<file path="src/rtl/tail_light_pkg.sv">
// ---------------------------------------------------------------------------
// tail_light_pkg
// Shared definitions for the tail-light lamp controller and its monitor.
//   - Lamp pattern constants. Lamps are active-low: a 0 bit is a lit lamp.
//   - Dir codes reported by the monitor.
//   - Monitor state enum, with helpers that decode Dir and Lock from a state.
// ---------------------------------------------------------------------------
package tail_light_pkg;

    // Lamp word patterns, bit order {A,B,F,G}, active-low
    localparam logic [3:0] PAT_OFF    = 4'b1111;  // all lamps dark
    localparam logic [3:0] PAT_R1     = 4'b0111;  // first lamp of either sweep
    localparam logic [3:0] PAT_R2     = 4'b0011;
    localparam logic [3:0] PAT_R3     = 4'b0001;
    localparam logic [3:0] PAT_R4     = 4'b0000;
    localparam logic [3:0] PAT_L2     = 4'b0101;
    localparam logic [3:0] PAT_L3     = 4'b0100;
    localparam logic [3:0] PAT_ALL_ON = 4'b0000;  // every lamp lit

    // Decoded mode codes
    localparam logic [1:0] DIR_NONE   = 2'b00;
    localparam logic [1:0] DIR_RIGHT  = 2'b01;
    localparam logic [1:0] DIR_LEFT   = 2'b10;
    localparam logic [1:0] DIR_HAZARD = 2'b11;

    // Each sweep state is named for the step it waits in; the pattern that
    // moves it on is the next one in the sweep.
    typedef enum logic [3:0] {
        ST_OFF   = 4'd0,
        ST_PEND  = 4'd1,
        ST_R1    = 4'd2,
        ST_R2    = 4'd3,
        ST_R3    = 4'd4,
        ST_R4    = 4'd5,
        ST_L1    = 4'd6,
        ST_L2    = 4'd7,
        ST_L3    = 4'd8,
        ST_L4    = 4'd9,
        ST_H_ON  = 4'd10,
        ST_H_OFF = 4'd11,
        ST_ERR   = 4'd12
    } mon_state_e;

    function automatic logic [1:0] dir_of(input mon_state_e s);
        logic [1:0] d;
        case (s)
            ST_R1, ST_R2, ST_R3, ST_R4: d = DIR_RIGHT;
            ST_L1, ST_L2, ST_L3, ST_L4: d = DIR_LEFT;
            ST_H_ON, ST_H_OFF:          d = DIR_HAZARD;
            default:                    d = DIR_NONE;
        endcase
        return d;
    endfunction

    // Lock is low only while the mode is still ambiguous or after an error
    function automatic logic lock_of(input mon_state_e s);
        return !((s == ST_PEND) || (s == ST_ERR));
    endfunction

endpackage

</file>
<file path="src/rtl/sat_counter.sv">
// ---------------------------------------------------------------------------
// sat_counter
// Up counter that sticks at its all-ones value.
// Ports:
//   clk_i   clock, rising edge
//   srst_i  synchronous active-high reset, clears the count
//   clr_i   synchronous clear, wins over inc_i
//   inc_i   add one unless already saturated
//   cnt_o   current count
// ---------------------------------------------------------------------------
module sat_counter #(
    parameter int W = 8
) (
    input  logic         clk_i,
    input  logic         srst_i,
    input  logic         clr_i,
    input  logic         inc_i,
    output logic [W-1:0] cnt_o
);

    logic [W-1:0] cnt_q;
    logic [W-1:0] cnt_d;

    always_comb begin
        cnt_d = cnt_q;
        if (clr_i) begin
            cnt_d = '0;
        end else if (inc_i && (cnt_q != {W{1'b1}})) begin
            cnt_d = cnt_q + W'(1);
        end
    end

    always_ff @(posedge clk_i) begin
        if (srst_i) begin
            cnt_q <= '0;
        end else begin
            cnt_q <= cnt_d;
        end
    end

    assign cnt_o = cnt_q;

endmodule

</file>
<file path="src/rtl/tail_light_monitor.sv">
// ---------------------------------------------------------------------------
// tail_light_monitor
// Watches the lamp word of the tail-light controller, recovers the active
// mode, flags illegal pattern steps and counts completed sweeps.
// Ports:
//   Clk     clock, rising edge
//   Res     synchronous active-high reset (dominates Vld)
//   Vld     sample strobe; C is evaluated only when high
//   C       lamp word {A,B,F,G}, active-low
//   Dir     mode: 00 off, 01 right, 10 left, 11 hazard
//   Lock    mode known and sequence legal
//   Err     one-cycle pulse on an illegal step
//   Wrap    one-cycle pulse on completing a sweep / flash period
//   CycCnt  saturating count of completed sweeps in the current mode
//   ErrCnt  saturating count of illegal steps (only with TAIL_MON_ERRCNT_EN)
// Build option: define TAIL_MON_ERRCNT_EN to add the ErrCnt port and counter.
// All outputs are registered.
// ---------------------------------------------------------------------------
module tail_light_monitor
    import tail_light_pkg::*;
#(
    parameter int CNT_W = 8
) (
    input  logic             Clk,
    input  logic             Res,
    input  logic             Vld,
    input  logic [3:0]       C,
    output logic [1:0]       Dir,
    output logic             Lock,
    output logic             Err,
    output logic             Wrap,
    output logic [CNT_W-1:0] CycCnt
`ifdef TAIL_MON_ERRCNT_EN
    ,
    output logic [7:0]       ErrCnt
`endif
);

    mon_state_e state_q, state_d;
    logic [1:0] dir_q;
    logic       lock_q;
    logic       err_q, err_d;
    logic       wrap_q, wrap_d;
    logic       cyc_clr;

    // Next-state decode. Anything not listed as a legal step lands in ERR;
    // because every legal step changes the pattern, repeating a pattern is
    // caught by the same default (1111 in OFF and the 1111 abort excepted).
    always_comb begin
        mon_state_e nxt;
        state_d = state_q;
        err_d   = 1'b0;
        wrap_d  = 1'b0;
        nxt     = ST_ERR;
        if (Vld) begin
            if (state_q == ST_ERR) begin
                // Sticky until the controller goes dark; no repeated Err
                state_d = (C == PAT_OFF) ? ST_OFF : ST_ERR;
            end else if ((C == PAT_OFF) && (state_q != ST_H_OFF)) begin
                // Controller went dark mid-sequence: a restart, not an error
                state_d = ST_OFF;
            end else begin
                case (state_q)
                    ST_OFF: begin
                        if (C == PAT_R1)          nxt = ST_PEND;
                        else if (C == PAT_ALL_ON) nxt = ST_H_OFF;
                    end
                    // 0111 opens both sweeps; the second step tells them apart
                    ST_PEND: begin
                        if (C == PAT_R2)      nxt = ST_R2;
                        else if (C == PAT_L2) nxt = ST_L2;
                    end
                    ST_R1:    if (C == PAT_R2)     nxt = ST_R2;
                    ST_R2:    if (C == PAT_R3)     nxt = ST_R3;
                    ST_R3:    if (C == PAT_R4)     nxt = ST_R4;
                    ST_R4:    if (C == PAT_R1)     nxt = ST_R1;
                    ST_L1:    if (C == PAT_L2)     nxt = ST_L2;
                    ST_L2:    if (C == PAT_L3)     nxt = ST_L3;
                    ST_L3:    if (C == PAT_ALL_ON) nxt = ST_L4;
                    ST_L4:    if (C == PAT_R1)     nxt = ST_L1;
                    ST_H_OFF: if (C == PAT_OFF)    nxt = ST_H_ON;
                    ST_H_ON:  if (C == PAT_ALL_ON) nxt = ST_H_OFF;
                    default:  nxt = ST_ERR;
                endcase
                state_d = nxt;
                err_d   = (nxt == ST_ERR);
                // R4, L4 and H_ON are each reachable only by completing a
                // period, so entering them marks a wrap
                wrap_d  = (nxt == ST_R4) || (nxt == ST_L4) || (nxt == ST_H_ON);
            end
        end
    end

    // Counting restarts whenever the monitor falls back to OFF or ERR
    assign cyc_clr = Vld && ((state_d == ST_OFF) || (state_d == ST_ERR));

    always_ff @(posedge Clk) begin
        if (Res) begin
            state_q <= ST_OFF;
            dir_q   <= DIR_NONE;
            lock_q  <= 1'b1;
            err_q   <= 1'b0;
            wrap_q  <= 1'b0;
        end else begin
            state_q <= state_d;
            dir_q   <= dir_of(state_d);
            lock_q  <= lock_of(state_d);
            err_q   <= err_d;
            wrap_q  <= wrap_d;
        end
    end

    sat_counter #(
        .W      (CNT_W)
    ) u_cyc_cnt (
        .clk_i  (Clk),
        .srst_i (Res),
        .clr_i  (cyc_clr),
        .inc_i  (wrap_d),
        .cnt_o  (CycCnt)
    );

`ifdef TAIL_MON_ERRCNT_EN
    // Only reset clears the error tally; it survives mode changes
    sat_counter #(
        .W      (8)
    ) u_err_cnt (
        .clk_i  (Clk),
        .srst_i (Res),
        .clr_i  (1'b0),
        .inc_i  (err_d),
        .cnt_o  (ErrCnt)
    );
`endif

    assign Dir  = dir_q;
    assign Lock = lock_q;
    assign Err  = err_q;
    assign Wrap = wrap_q;

endmodule
</file>
<file path="config.mk">
export PLATFORM = sky130hd
export DESIGN_NAME = tail_light_monitor
export DESIGN_NICKNAME = d
export VERILOG_FILES = /design/src/rtl/tail_light_pkg.sv /design/src/rtl/sat_counter.sv /design/src/rtl/tail_light_monitor.sv
export SDC_FILE = /design/constraint.sdc
export NUM_CORES = 1
export LEC_CHECK = 0
export ABC_CLOCK_PERIOD_IN_PS = 2400
export CELL_PAD_IN_SITES_DETAIL_PLACEMENT = 2
export CELL_PAD_IN_SITES_GLOBAL_PLACEMENT = 2
export CORE_ASPECT_RATIO = 1.75
export CORE_MARGIN = 2
export CORE_UTILIZATION = 29
export DETAILED_ROUTE_END_ITERATION = 8
export GPL_ROUTABILITY_DRIVEN = 0
export PLACE_DENSITY_LB_ADDON = 0.1
export SLEW_MARGIN = 5
export SYNTH_ARGS = -nofsm -noshare
export SYNTH_HDL_FRONTEND = slang
export SYNTH_SLANG_ARGS = --single-unit
export TNS_END_PERCENT = 1
</file>
<file path="constraint.sdc">
create_clock -name Clk -period 2.4 [get_ports Clk]
set_clock_uncertainty 0.1 [all_clocks]
set_input_delay 0.48 -clock Clk [delete_from_list [all_inputs] [get_ports Clk]]
set_output_delay 0.48 -clock Clk [all_outputs]
set_load 0.03 [all_outputs]
</file>
==> results of run 1 <==
-- cell families (layout without fill, tap and decap cells) --
family	after synthesis	in the layout	share of synthesized area [%]
adder cells (fa/ha/maj)	3	3	2.52
flip-flops	17	17	22.8
multiplexers	1	1	0.671
AND/OR/NAND/NOR	84	84	35.9
XOR/XNOR	3	3	1.76
buffers and inverters	22	91	10.7
AO/OA/AOI/OAI	51	51	25.6
-- routing by layer --
metal,track usage (%),vias to the layer above,share of wire (%)
met5,0,-,0
met4,7.51,0,1.9
met3,1.44,11,1.4
met2,48.9,20,62
met1,22.6,865,35
li1,-,812,-
-- per-stage QoR --
step | TNS [ns] | utilization [%] | std cells
after CTS | -0.0212 | 47.2 | 296
after detailed placement | -10.67 | 39.9 | 284
after global routing | -1.73 | 49.5 | 304
final | -0.568 | 49.5 | 304
after floorplan | 0 | - | 181
after global placement | -9.27 | 39.9 | 284
-- registers in the layout, indices dropped and copies added, names as in the netlist --
register	flops
state_q	4
Dir	2
Wrap	1
Err	1
Lock	1
u_cyc_cnt.cnt_o	8
-- worst max-delay path, delay by kind of cell, from the launching register on --
kind,cells,cell delay [ns]
DFF,1,0.35
buffers and inverters,2,0.32
AOI/OAI and AO/OA,4,0.70
adders and majority gates,1,0.23
muxes,1,0.13
and+or+nand+nor,2,0.55
-- what timing repair did --
action                     CTS  global route
setup endpoints to repair   16            12
pin swaps                   21             7
setup buffers                8             8
gates resized for setup     63            13
gates cloned                 1             0
hold buffers                 0             0
-- final timing paths --
check | startpoint | end | slack, ns | cells after the start
setup / recovery | state_q[2] | Dir[0] | -0.09 | 10
hold / removal | u_cyc_cnt.cnt_o[2] | u_cyc_cnt.cnt_o[2] | 0.44 | 2
setup reg to reg | state_q[2] | Dir[0] | -0.09 | 10
hold reg to reg | u_cyc_cnt.cnt_o[2] | u_cyc_cnt.cnt_o[2] | 0.44 | 2
-- cells in the final DEF, fill, tap and decap left out, drive strengths merged, types with 4 or more instances in the layout --
cell            n
nand2b          6
buf            65
nand2          12
nand3           5
dfxtp          17
o21ai           9
nor3b           4
nor2           11
a21oi          17
or4             4
clkdlybuf4s50  15
inv             6
a31oi           4
nor3            6
or3             6
nor2b           5
-- power by group --
group / switching, mW / total, mW / internal, mW
combinational: 0.183 / 0.361 / 0.177
clock: 0.111 / 0.226 / 0.116
sequential: 0.0113 / 0.303 / 0.292
total: 0.305 / 0.890 / 0.585
-- synthesized netlist by cell type (2+ instances only) --
| cell type | instances | share of area [%] |
|---|---|---|
| nor3b_1 | 4 | 2.0 |
| o31ai_1 | 2 | 1.0 |
| o21ai_1 | 6 | 2.0 |
| nor2_1 | 11 | 2.8 |
| nor2b_1 | 5 | 2.1 |
| o21ai_0 | 3 | 1.0 |
| nand2_1 | 11 | 2.8 |
| xnor2_1 | 2 | 1.2 |
| nand3b_1 | 2 | 1.0 |
| or3b_1 | 3 | 1.8 |
| nand4b_1 | 2 | 1.2 |
| a21o_1 | 3 | 1.5 |
| a21oi_2 | 2 | 1.2 |
| nand2b_1 | 5 | 2.1 |
| buf_6 | 6 | 4.5 |
| nand3_1 | 5 | 1.7 |
| nand4_1 | 2 | 0.84 |
| ha_1 | 3 | 2.5 |
| a21oi_1 | 15 | 5.0 |
| buf_2 | 2 | 0.67 |
| a31oi_1 | 3 | 1.3 |
| buf_4 | 4 | 2.0 |
| and3_1 | 2 | 0.84 |
| or4_1 | 4 | 2.0 |
| nor4_1 | 3 | 1.3 |
| nor3_1 | 5 | 1.7 |
| o22ai_1 | 2 | 0.84 |
| inv_1 | 6 | 1.5 |
| or3_1 | 5 | 2.1 |
| dfxtp_1 | 17 | 23 |
-- layout make-up --
cell class,count,area (µm²)
clock buffer,3,41.3
inverter,6,22.5
tap,54,67.6
multi-input combinational,142,1250
sequential,17,350
clock inverter,1,5.00
fill,521,2510
timing repair buffer,81,729
==> impl_metrics.py, run 1 <==
metrics = {
    "outcome": {
        "status": "finished, violations left",
        "violations": "negative setup slack",
    },
    "timing": {
        "rsz0062_at_grt": "yes",
        "finalCriticalPeriod_ns": 2.49,
        "post-route-period-util_pct": 104,
        "hold_ws_ns": 0.439,
        "max_freq_mhz": 401,
        "setup_viol": 10,
        "slew_viol_final": 0,
        "worst_pin_slew_ns": 0.369,
        "max_slew_margin_pct": 75.2,
        "setup_ws_ns": -0.0937,
        "hold_viol": 0,
    },
    "setup_path": {
        "start_kind": "flop",
        "slowest_stage": "or4b_4",
        "crit_type": "reg2reg",
        "slowest_delay_ns": 0.49,
        "critPathMaxFanout": 4,
        "worstSetupEndpointType": "flop",
        "crit_chain": "buf_4 > or4b_4 > a2111oi_4 > a31oi_2 > buf_4 > a21o_1 > o21ai_2 > ha_4 > mux2i_1 > nor2_1",
        "worst_ep_arrival_time_ns": 2.55,
        "required_ns": 2.46,
        "cp_common_cell": "buf_4",
    },
    "synthesis": {
        "async_reset_ff_share_pct": 0,
        "syn_area_um2": 1490,
        "syn-num-nets": 191,
        "yosysSeqAreaShare_pct": 22.8,
        "synth_flop_cell": "dfxtp_1",
        "synth_edf_count": 0,
        "syn_area_per_cell_um2": 8.24,
        "yosysUniqueCellTypes": 66,
        "yosys_warnings": 0,
        "ys_ff_latch": 17,
        "synth_cells": 181,
    },
    "global_route": {
        "antenna_found_initial": 0,
        "overflow": 0,
        "grt_first_pass_wirelength_um": 10400,
        "grt_max_degree": 14,
        "grt_pass1_vias": 2004,
        "track_usage_pct": 23.4,
    },
    "power": {
        "power_density_nw_per_um2": 361,
        "fin_total_pwr_uw": 890,
        "ir_drop_mv": 0.444,
        "total_leakage_power_nw": 0.930,
    },
    "clock_tree": {
        "cts_inserted_buffers": 3,
        "clkTransAtPathRegs_ns": 0.07,
        "clkLatencyLatePin_ns": 0.26,
        "clock_sinks": 17,
        "cts_tree": "yes",
        "cts_root_buffer": "clkbuf_8",
        "cts_buffer_depth": 2,
        "htreeDepth": 1,
    },
    "finish": {
        "drive_gt1_share_pct": 49.2,
        "fin_area_um2": 2460,
        "nets": 261,
        "syn2layout_area_growth_pct": 65.2,
        "antenna_cells": 0,
    },
    "routing": {
        "wl_per_cell_um": 21.9,
        "ant_nets": 0,
        "drc": 0,
        "dr.pass1.iters": 4,
        "wl_um": 6650,
        "drt_iter0_markers": 38,
        "vias": 1708,
        "viasPerCell": 5.62,
    },
    "die": {
        "fp.coreArea_um2": 4980,
        "io_pins": 20,
        "rows": 34,
        "die_w_um": 58.2,
        "die_area_um2": 5760,
        "die_h_um": 98.9,
        "start_util_pct": 30.0,
    },
    "flow_run": {
        "max_cap_violations": 0,
    },
    "placement": {
        "post-dp-hpwl_um": 4450,
        "placed_area_um2": 1990,
        "dp_worst_setup_slack_ns": -0.929,
        "placement.io_buffers": 19,
    },
    "hold_path": {
        "hp-class": "reg2reg",
    },
}
No activity file was read; power rests on OpenSTA's default activity.
==> run 2, diff against run 1 <==
--- a/config.mk
+++ b/config.mk
@@ -6,6 +6,7 @@
 export NUM_CORES = 1
 export LEC_CHECK = 0
 export ABC_CLOCK_PERIOD_IN_PS = 2400
+export CAP_MARGIN = 15
 export CELL_PAD_IN_SITES_DETAIL_PLACEMENT = 2
 export CELL_PAD_IN_SITES_GLOBAL_PLACEMENT = 2
 export CORE_ASPECT_RATIO = 1.75
==> results of run 2 <==
The final DEF is identical to that of run 1; final timing and power are the same.
